<file path="src/rtl/hht_spmv_mac_if.sv">
// hht_spmv_mac_if: operand-pair input stream and dot-product result stream
// of the SpMV multiply-accumulate back end. The MAC is the slave: it sinks
// operand pairs and sources results.
interface hht_spmv_mac_if #(
    parameter int DATA_W = 32,
    parameter int ACC_W  = 32,
    parameter int ROW_W  = 16
) ();
    // Operand pair stream from the CSR fetch front end
    logic              in_valid;
    logic              in_ready;
    logic [DATA_W-1:0] in_mval;
    logic [DATA_W-1:0] in_vval;
    logic              in_last;
    logic              in_empty_row;

    // Result stream toward write-back
    logic              out_valid;
    logic              out_ready;
    logic [ROW_W-1:0]  out_row;
    logic [ACC_W-1:0]  out_sum;
    logic              out_sat;

    modport slave (
        input  in_valid, in_mval, in_vval, in_last, in_empty_row,
        output in_ready,
        output out_valid, out_row, out_sum, out_sat,
        input  out_ready
    );

    modport master (
        output in_valid, in_mval, in_vval, in_last, in_empty_row,
        input  in_ready,
        input  out_valid, out_row, out_sum, out_sat,
        output out_ready
    );
endinterface

</file>
<file path="src/rtl/hht_spmv_mac.sv">
// hht_spmv_mac: row-wise multiply-accumulate back end of the HHT SpMV engine.
// S1 registers the operand product, S2 accumulates and forms the row result,
// which is then pushed into a small output FIFO. Input is only accepted when
// the FIFO has room for every row result already in flight.
// Optional feature macro: HHT_MAC_SAT_EN -- unsigned saturating product and
// sum with a sticky per-row out_sat flag. Undefined: wrap arithmetic, out_sat=0.
module hht_spmv_mac #(
    parameter int DATA_W     = 32,
    parameter int ACC_W      = 32,
    parameter int ROW_W      = 16,
    parameter int FIFO_DEPTH = 4
) (
    input  logic             Clk,
    input  logic             Rst,
    input  logic             start,
    input  logic [ROW_W-1:0] num_rows,
    output logic             done,
    hht_spmv_mac_if.slave    bus
);

    localparam int PW = 2 * DATA_W;           // full product width
    localparam int EW = PW + ACC_W;           // product zero-extended past ACC_W
    localparam int AW = $clog2(FIFO_DEPTH);   // FIFO pointer width
    localparam int CW = AW + 1;               // FIFO occupancy width
    localparam int BW = CW + 1;               // occupancy + in-flight reservations
    localparam int RW = ROW_W + ACC_W + 1;    // FIFO entry {row, sum, sat}

`ifdef HHT_MAC_SAT_EN
    localparam bit SAT_EN = 1'b1;
`else
    localparam bit SAT_EN = 1'b0;
`endif

    typedef enum logic [1:0] {
        S_IDLE  = 2'd0,
        S_RUN   = 2'd1,
        S_DRAIN = 2'd2,
        S_DONE  = 2'd3
    } state_t;

    // Fit the full product into ACC_W bits; returns {clamped, value}.
    function automatic logic [ACC_W:0] fit_prod(input logic [PW-1:0] p);
        logic [EW-1:0] e;
        e = EW'(p);
        if (SAT_EN && (e[EW-1:ACC_W] != '0))
            return {1'b1, {ACC_W{1'b1}}};
        return {1'b0, e[ACC_W-1:0]};
    endfunction

    // Accumulate with wrap or clamp; returns {clamped, value}.
    function automatic logic [ACC_W:0] sat_add(input logic [ACC_W-1:0] a,
                                               input logic [ACC_W-1:0] b);
        logic [ACC_W:0] s;
        s = {1'b0, a} + {1'b0, b};
        if (SAT_EN && s[ACC_W])
            return {1'b1, {ACC_W{1'b1}}};
        return {1'b0, s[ACC_W-1:0]};
    endfunction

    state_t            state;
    logic [ROW_W-1:0]  rows_q;
    logic [ROW_W-1:0]  row_idx;

    logic              vld_p1;
    logic              last_p1;
    logic              empty_p1;
    logic [PW-1:0]     prod_p1;

    logic [ACC_W-1:0]  acc_p2;
    logic              sticky_p2;
    logic              res_vld_p2;
    logic [ROW_W-1:0]  res_row_p2;
    logic [ACC_W-1:0]  res_sum_p2;
    logic              res_sat_p2;

    logic [RW-1:0]     mem [FIFO_DEPTH];
    logic [AW-1:0]     wr_ptr;
    logic [AW-1:0]     rd_ptr;
    logic [CW-1:0]     cnt;
    logic [CW-1:0]     cnt_next;
    logic [RW-1:0]     head;

    logic              begin_pass;
    logic              in_fire;
    logic              push;
    logic              pop;
    logic [BW-1:0]     booked;
    logic [ACC_W:0]    prod_fit;
    logic [ACC_W:0]    sum_fit;
    logic              sat_now;

    assign begin_pass = start && ((state == S_IDLE) || (state == S_DONE));
    assign in_fire    = bus.in_valid && bus.in_ready;
    assign push       = res_vld_p2;
    assign pop        = bus.out_valid && bus.out_ready;
    assign cnt_next   = cnt + CW'(push) - CW'(pop);

    // Every row end already in S1/S2 holds a FIFO slot, so a push never overflows.
    assign booked       = BW'(cnt) + BW'(vld_p1 & last_p1) + BW'(res_vld_p2);
    assign bus.in_ready = (state == S_RUN) && (booked < BW'(FIFO_DEPTH));

    assign prod_fit = fit_prod(prod_p1);
    assign sum_fit  = sat_add(acc_p2, prod_fit[ACC_W-1:0]);
    assign sat_now  = sticky_p2 | prod_fit[ACC_W] | sum_fit[ACC_W];

    // Pass sequencing: IDLE/DONE wait for start, RUN until the final row is queued, DRAIN until empty.
    always_ff @(posedge Clk) begin
        if (!Rst) begin
            state  <= S_IDLE;
            done   <= 1'b0;
            rows_q <= '0;
        end else begin
            case (state)
                S_IDLE, S_DONE: begin
                    if (start) begin
                        rows_q <= num_rows;
                        if (num_rows == '0) begin
                            state <= S_DONE;
                            done  <= 1'b1;
                        end else begin
                            state <= S_RUN;
                            done  <= 1'b0;
                        end
                    end
                end
                S_RUN: begin
                    if (push && (res_row_p2 == rows_q - ROW_W'(1)))
                        state <= S_DRAIN;
                end
                S_DRAIN: begin
                    if ((cnt_next == '0) && !vld_p1 && !res_vld_p2) begin
                        state <= S_DONE;
                        done  <= 1'b1;
                    end
                end
                default: state <= S_IDLE;
            endcase
        end
    end

    // ---- stage p1: operand product ----
    // S1 valid: one accepted pair per cycle.
    always_ff @(posedge Clk) begin
        if (!Rst) vld_p1 <= 1'b0;
        else      vld_p1 <= in_fire;
    end

    // S1 data: full-width product and row-end markers.
    always_ff @(posedge Clk) begin
        if (in_fire) begin
            prod_p1  <= PW'(bus.in_mval) * PW'(bus.in_vval);
            last_p1  <= bus.in_last | bus.in_empty_row;
            empty_p1 <= bus.in_empty_row;
        end
    end

    // ---- stage p2: accumulate and form row result ----
    // S2 control: accumulator, sticky flag and row counter, restarted on each pass.
    always_ff @(posedge Clk) begin
        if (!Rst || begin_pass) begin
            res_vld_p2 <= 1'b0;
            acc_p2     <= '0;
            sticky_p2  <= 1'b0;
            row_idx    <= '0;
        end else begin
            res_vld_p2 <= vld_p1 & last_p1;
            if (vld_p1) begin
                if (last_p1) begin
                    acc_p2    <= '0;
                    sticky_p2 <= 1'b0;
                    row_idx   <= row_idx + ROW_W'(1);
                end else begin
                    acc_p2    <= sum_fit[ACC_W-1:0];
                    sticky_p2 <= sat_now;
                end
            end
        end
    end

    // S2 result: an empty-row marker contributes nothing and reports no clamp.
    always_ff @(posedge Clk) begin
        if (vld_p1 && last_p1) begin
            res_row_p2 <= row_idx;
            res_sum_p2 <= empty_p1 ? '0 : sum_fit[ACC_W-1:0];
            res_sat_p2 <= empty_p1 ? 1'b0 : sat_now;
        end
    end

    // ---- output FIFO ----
    // FIFO pointers and occupancy.
    always_ff @(posedge Clk) begin
        if (!Rst) begin
            wr_ptr <= '0;
            rd_ptr <= '0;
            cnt    <= '0;
        end else begin
            if (push) wr_ptr <= wr_ptr + AW'(1);
            if (pop)  rd_ptr <= rd_ptr + AW'(1);
            cnt <= cnt_next;
        end
    end

    // FIFO storage.
    always_ff @(posedge Clk) begin
        if (push) mem[wr_ptr] <= {res_row_p2, res_sum_p2, res_sat_p2};
    end

    // Head fields read as zero while empty, so reset clears them without clearing storage.
    assign head          = mem[rd_ptr];
    assign bus.out_valid = (cnt != '0);
    assign bus.out_row   = bus.out_valid ? head[RW-1 -: ROW_W] : '0;
    assign bus.out_sum   = bus.out_valid ? head[ACC_W:1] : '0;
    assign bus.out_sat   = bus.out_valid ? head[0] : 1'b0;

endmodule

</file>
<file path="src/flat_wrapper.sv">
// flat-port wrapper written by rule: the top's interface ports become plain ports
module hht_spmv_mac_flat 
#(
    parameter int DATA_W     = 32,
    parameter int ACC_W      = 32,
    parameter int ROW_W      = 16,
    parameter int FIFO_DEPTH = 4
)
  (Clk, Rst, start, num_rows, done, bus_in_valid, bus_in_mval, bus_in_vval, bus_in_last, bus_in_empty_row, bus_in_ready, bus_out_valid, bus_out_row, bus_out_sum, bus_out_sat, bus_out_ready);
  hht_spmv_mac_if #(.DATA_W(DATA_W), .ACC_W(ACC_W), .ROW_W(ROW_W)) bus_i ();
  input  logic Clk;
  input  logic Rst;
  input  logic start;
  input  logic [ROW_W-1:0] num_rows;
  output logic done;
  input wire logic [$bits(bus_i.in_valid)-1:0] bus_in_valid;
  input wire logic [$bits(bus_i.in_mval)-1:0] bus_in_mval;
  input wire logic [$bits(bus_i.in_vval)-1:0] bus_in_vval;
  input wire logic [$bits(bus_i.in_last)-1:0] bus_in_last;
  input wire logic [$bits(bus_i.in_empty_row)-1:0] bus_in_empty_row;
  output wire logic [$bits(bus_i.in_ready)-1:0] bus_in_ready;
  output wire logic [$bits(bus_i.out_valid)-1:0] bus_out_valid;
  output wire logic [$bits(bus_i.out_row)-1:0] bus_out_row;
  output wire logic [$bits(bus_i.out_sum)-1:0] bus_out_sum;
  output wire logic [$bits(bus_i.out_sat)-1:0] bus_out_sat;
  input wire logic [$bits(bus_i.out_ready)-1:0] bus_out_ready;
  assign bus_i.in_valid = bus_in_valid;
  assign bus_i.in_mval = bus_in_mval;
  assign bus_i.in_vval = bus_in_vval;
  assign bus_i.in_last = bus_in_last;
  assign bus_i.in_empty_row = bus_in_empty_row;
  assign bus_in_ready = bus_i.in_ready;
  assign bus_out_valid = bus_i.out_valid;
  assign bus_out_row = bus_i.out_row;
  assign bus_out_sum = bus_i.out_sum;
  assign bus_out_sat = bus_i.out_sat;
  assign bus_i.out_ready = bus_out_ready;
  hht_spmv_mac #(.DATA_W(DATA_W), .ACC_W(ACC_W), .ROW_W(ROW_W), .FIFO_DEPTH(FIFO_DEPTH)) u_core (.Clk(Clk), .Rst(Rst), .start(start), .num_rows(num_rows), .done(done), .bus(bus_i));
endmodule
</file>
<file path="config.mk">
export PLATFORM = sky130hd
export DESIGN_NAME = hht_spmv_mac_flat
export DESIGN_NICKNAME = d
export VERILOG_FILES = /design/src/rtl/hht_spmv_mac_if.sv /design/src/rtl/hht_spmv_mac.sv /design/src/flat_wrapper.sv
export SDC_FILE = /design/constraint.sdc
export NUM_CORES = 2
export LEC_CHECK = 0
export ABC_CLOCK_PERIOD_IN_PS = 10300
export CAP_MARGIN = 20
export CORE_MARGIN = 1.5
export CORE_UTILIZATION = 50
export DETAILED_ROUTE_END_ITERATION = 10
export HOLD_SLACK_MARGIN = 0.12
export PLACE_DENSITY = 0.68
export SYNTH_ARGS = -nofsm -noshare
export SYNTH_HDL_FRONTEND = slang
export SYNTH_SLANG_ARGS = --single-unit
</file>
<file path="constraint.sdc">
create_clock -name Clk -period 10.3 [get_ports Clk]
set_input_delay 1.03 -clock Clk [delete_from_list [all_inputs] [get_ports Clk]]
set_output_delay 1.03 -clock Clk [all_outputs]
set_load 0.01 [all_outputs]
</file>
==> key figures <==
STA
  • Min Tclk post-route: 8.443 ns
  • Number of setup violations in the final report: 0
  • RSZ-0062 raised after global routing: false
  • Final worst slack: 1.857 ns
  • Hold slack: 0.4836 ns
  • Fmax: 118.4 MHz
  • Final worst path period share: 0.8197
  • Worst Max-Slew Pin Slew: 1.157 ns
  • Worst-case clock skew: 0.01207 ns
  • Setup_tns: 0 ns
  • Hold Fails Final Rpt: 0
  • Slew HR: 0.2262
  • Fin. max-slew vios: 0

Global route
  • First-pass GRT wire length: 115200 um
  • Largest net degree at the start of global routing: 56
  • Vias in the first global route: 21730
  • GRT Overall Usage: 0.2301
  • Initial antenna violation count: 1
  • GR Overflow Total: 0

Route
  • Vias per std cell: 5.455
  • First-pass DRT Iterations: 5
  • Remaining antenna violation count: 0
  • Vias: 20040
  • Initial drt markers: 1118
  • DRC Markers: 0
  • Post-DR wirelength/cell: 19.15 um
  • Total wire length: 70350 um

Setup path
  • Crit path launch type: primary input
  • Critical path arrival: 8.73 ns
  • Start of the worst register-to-register path: u_core.cnt[1]$_SDFF_PN0_
  • CP Max Fanout: 26
  • Critical Path End Type: register
  • CP Launch Point: bus_in_vval[6]
  • CP max stage delay: 1.19 ns
  • Crit Path Category: in -> reg
  • Critical Path RT: 10.58 ns
  • Most frequent cell on the critical path: fa_1
  • Slowest CP cell: clkdlybuf4s50_1
  • Ordered list of cells on the worst path: clkdlybuf4s50_1, and2_1, fa_1, fa_1, fa_1, inv_1, fa_1, inv_1, fa_1, inv_1, fa_1, inv_1, fa_1, fa_1, ha_1, a21oi_1, o21ai_0, nor3_1, a211oi_1, a221oi_1, o311ai_0, xnor2_1

Clock network
  • Post-CTS setup buffer count: 0
  • Hold Buf Count CTS: 0
  • Clock slew at reported path FFs: 0.07 ns
  • Clock sinks: 352
  • Clock Tree Buf Depth: 3
  • CTS HTree Levels: 1
  • Root buf cell: clkbuf_16
  • Total CTS buffers: 29
  • CTS tree: yes
  • Resize count post-CTS: 0
  • Clk Latency, worst-skew pair: 0.55 ns

Layout
  • Synthesis-to-finish area growth: 10.34%
  • Share of cells above drive strength 1: 0.05500
  • ANT cells: 0
  • Nets: 3533

Floorplan
  • Die Wd: 251.1 um
  • Die area: 0.06306 mm2
  • Die height: 251.1 um
  • Io pins: 139
  • Core ar.: 0.06058 mm2
  • Initial Util: 0.5081
  • Std-Cell Rows: 90

Yosys
  • Syn avg cell area: 11.01 um2
  • Yosys cell types: 82
  • Most common flop cell mapped by yosys: edfxtp_1
  • Async set or reset register ratio after synthesis: 0
  • Mapped Area: 0.03078 mm2
  • Top cell type's share of synthesized area: 0.2673
  • Area contributors post-synth: edfxtp_1, fa_1, and2_1
  • Yosys Warn Count: 0
  • #FFs+latches synth: 352
  • Syn nets: 3459
  • Post-Syn Instances: 2795
  • Post-synth top area cell: edfxtp_1
  • Sequential cell area fraction in the yosys report: 0.3180
  • EDFF count, synth: 274

Run status
  • Status: completed

Placement
  • Number of port buffers: 137
  • Setup WS pre-CTS: 1.251 ns
  • RePlAce Congestion: 0.8722
  • Placed wire-length estimate: 52540 um

Hold path
  • Hold Path Class: reg -> reg
  • Worst min-delay path startpoint: u_core.row_idx[11]$_SDFFE_PP0P_

Run
  • Max-cap violations: 0
==> layout make-up <==
cell class,instances,area (um2)
clock buffers,37,775.7
clock inverters,16,245.2
fillers,5140,26620
inverters,405,1520
multi-input cells,1913,18970
flip-flops and latches,352,9794
well taps,782,978.4
repair buffers,168,1674
==> kinds of logic (layout without fill, tap and decap cells) <==
group	Yosys count	count (layout)	share of synthesized area
other cells	1	1	0.0001218
simple gates	910	910	0.1527
buf+inv	530	626	0.06581
fa+ha+maj	577	577	0.3345
xor+xnor	154	154	0.04382
mux	51	51	0.03610
compound gates	220	220	0.04886
flops	352	352	0.3180
==> stage by stage <==
stage	instances	area [um2]	utilization
6_report	3673	33960	0.5606
5_1_grt	3673	33960	0.5606
4_1_cts	3669	33870	0.5591
3_5_place_dp	3616	32850	0.5422
3_3_place_gp	3615	32830	0.5419
2_1_floorplan	2795	30780	-
==> metal layers <==
layer / vias up / share of wire / GRT usage
met2: 587 / 0.50 / 0.4048
met1: 10280 / 0.43 / 0.3098
met5: - / 0 / 0
met4: 0 / 0.021 / 0.05697
li1: 9071 / - / -
met3: 97 / 0.051 / 0.01833
==> flip-flops by register name (all words and copies together), names as in the netlist, 3 cells and up, named ones only <==
name,cells
u_core.prod_p1,32
u_core.row_idx,16
u_core.rows_q,16
u_core.mem,192
u_core.acc_p2,32
u_core.res_row_p2,16
u_core.res_sum_p2,32
u_core.cnt,3
==> cells in the mapped netlist (all sizes together) (3+ instances only) <==
master,n
a2111oi,5
a211o,5
a211oi,7
a21o,24
a21oi,77
a22oi,18
a311oi,3
a31oi,5
and2,373
and3,13
buf,11
clkbuf,113
dfxtp,78
edfxtp,274
fa,410
ha,167
inv,404
mux2i,3
mux4,48
nand2,288
nand2b,11
nand3,23
nand4,11
nor2,117
nor2b,28
nor3,17
nor4,8
o2111ai,3
o21a,15
o21ai,28
o21bai,5
o2bb2ai,4
o311ai,3
o31ai,8
or2,5
or3,3
xnor2,104
xor2,50
==> worst max-delay path: cells and delay by family <==
family	cells	cell delay (ns)
xor gates and xnor gates	1	0.11
buffers and inverters	5	1.42
AOI/OAI and AO/OA	5	1.46
adders and majority gates	9	4.35
and+or+nand+nor	2	0.34
==> worst paths after layout <==
check / slack, ns / end / depth (start not counted)
setup / recovery: 1.86 / u_core.prod_p1[31]$_DFFE_PP_ / 22
hold / removal: 0.48 / u_core.res_row_p2[11]$_DFFE_PP_ / 0
hold reg to reg: 0.48 / u_core.res_row_p2[11]$_DFFE_PP_ / 0
setup reg to reg: 5.62 / u_core.state[0]$_SDFFE_PN0P_ / 15
==> cells in the final DEF, fill, tap and decap left out, types with 31 or more instances in the layout <==
master           instances
fa_1                   410
inv_1                  403
and2_1                 368
nand2_1                287
edfxtp_1               274
ha_1                   167
clkdlybuf4s50_1        136
nor2_1                 117
xnor2_1                104
a21oi_1                 76
dfxtp_1                 76
xor2_1                  50
mux4_2                  48
clkbuf_16               31
Power is not shown: default switching activity piles up to over one toggle a cycle in this logic, so the estimate is an artifact.
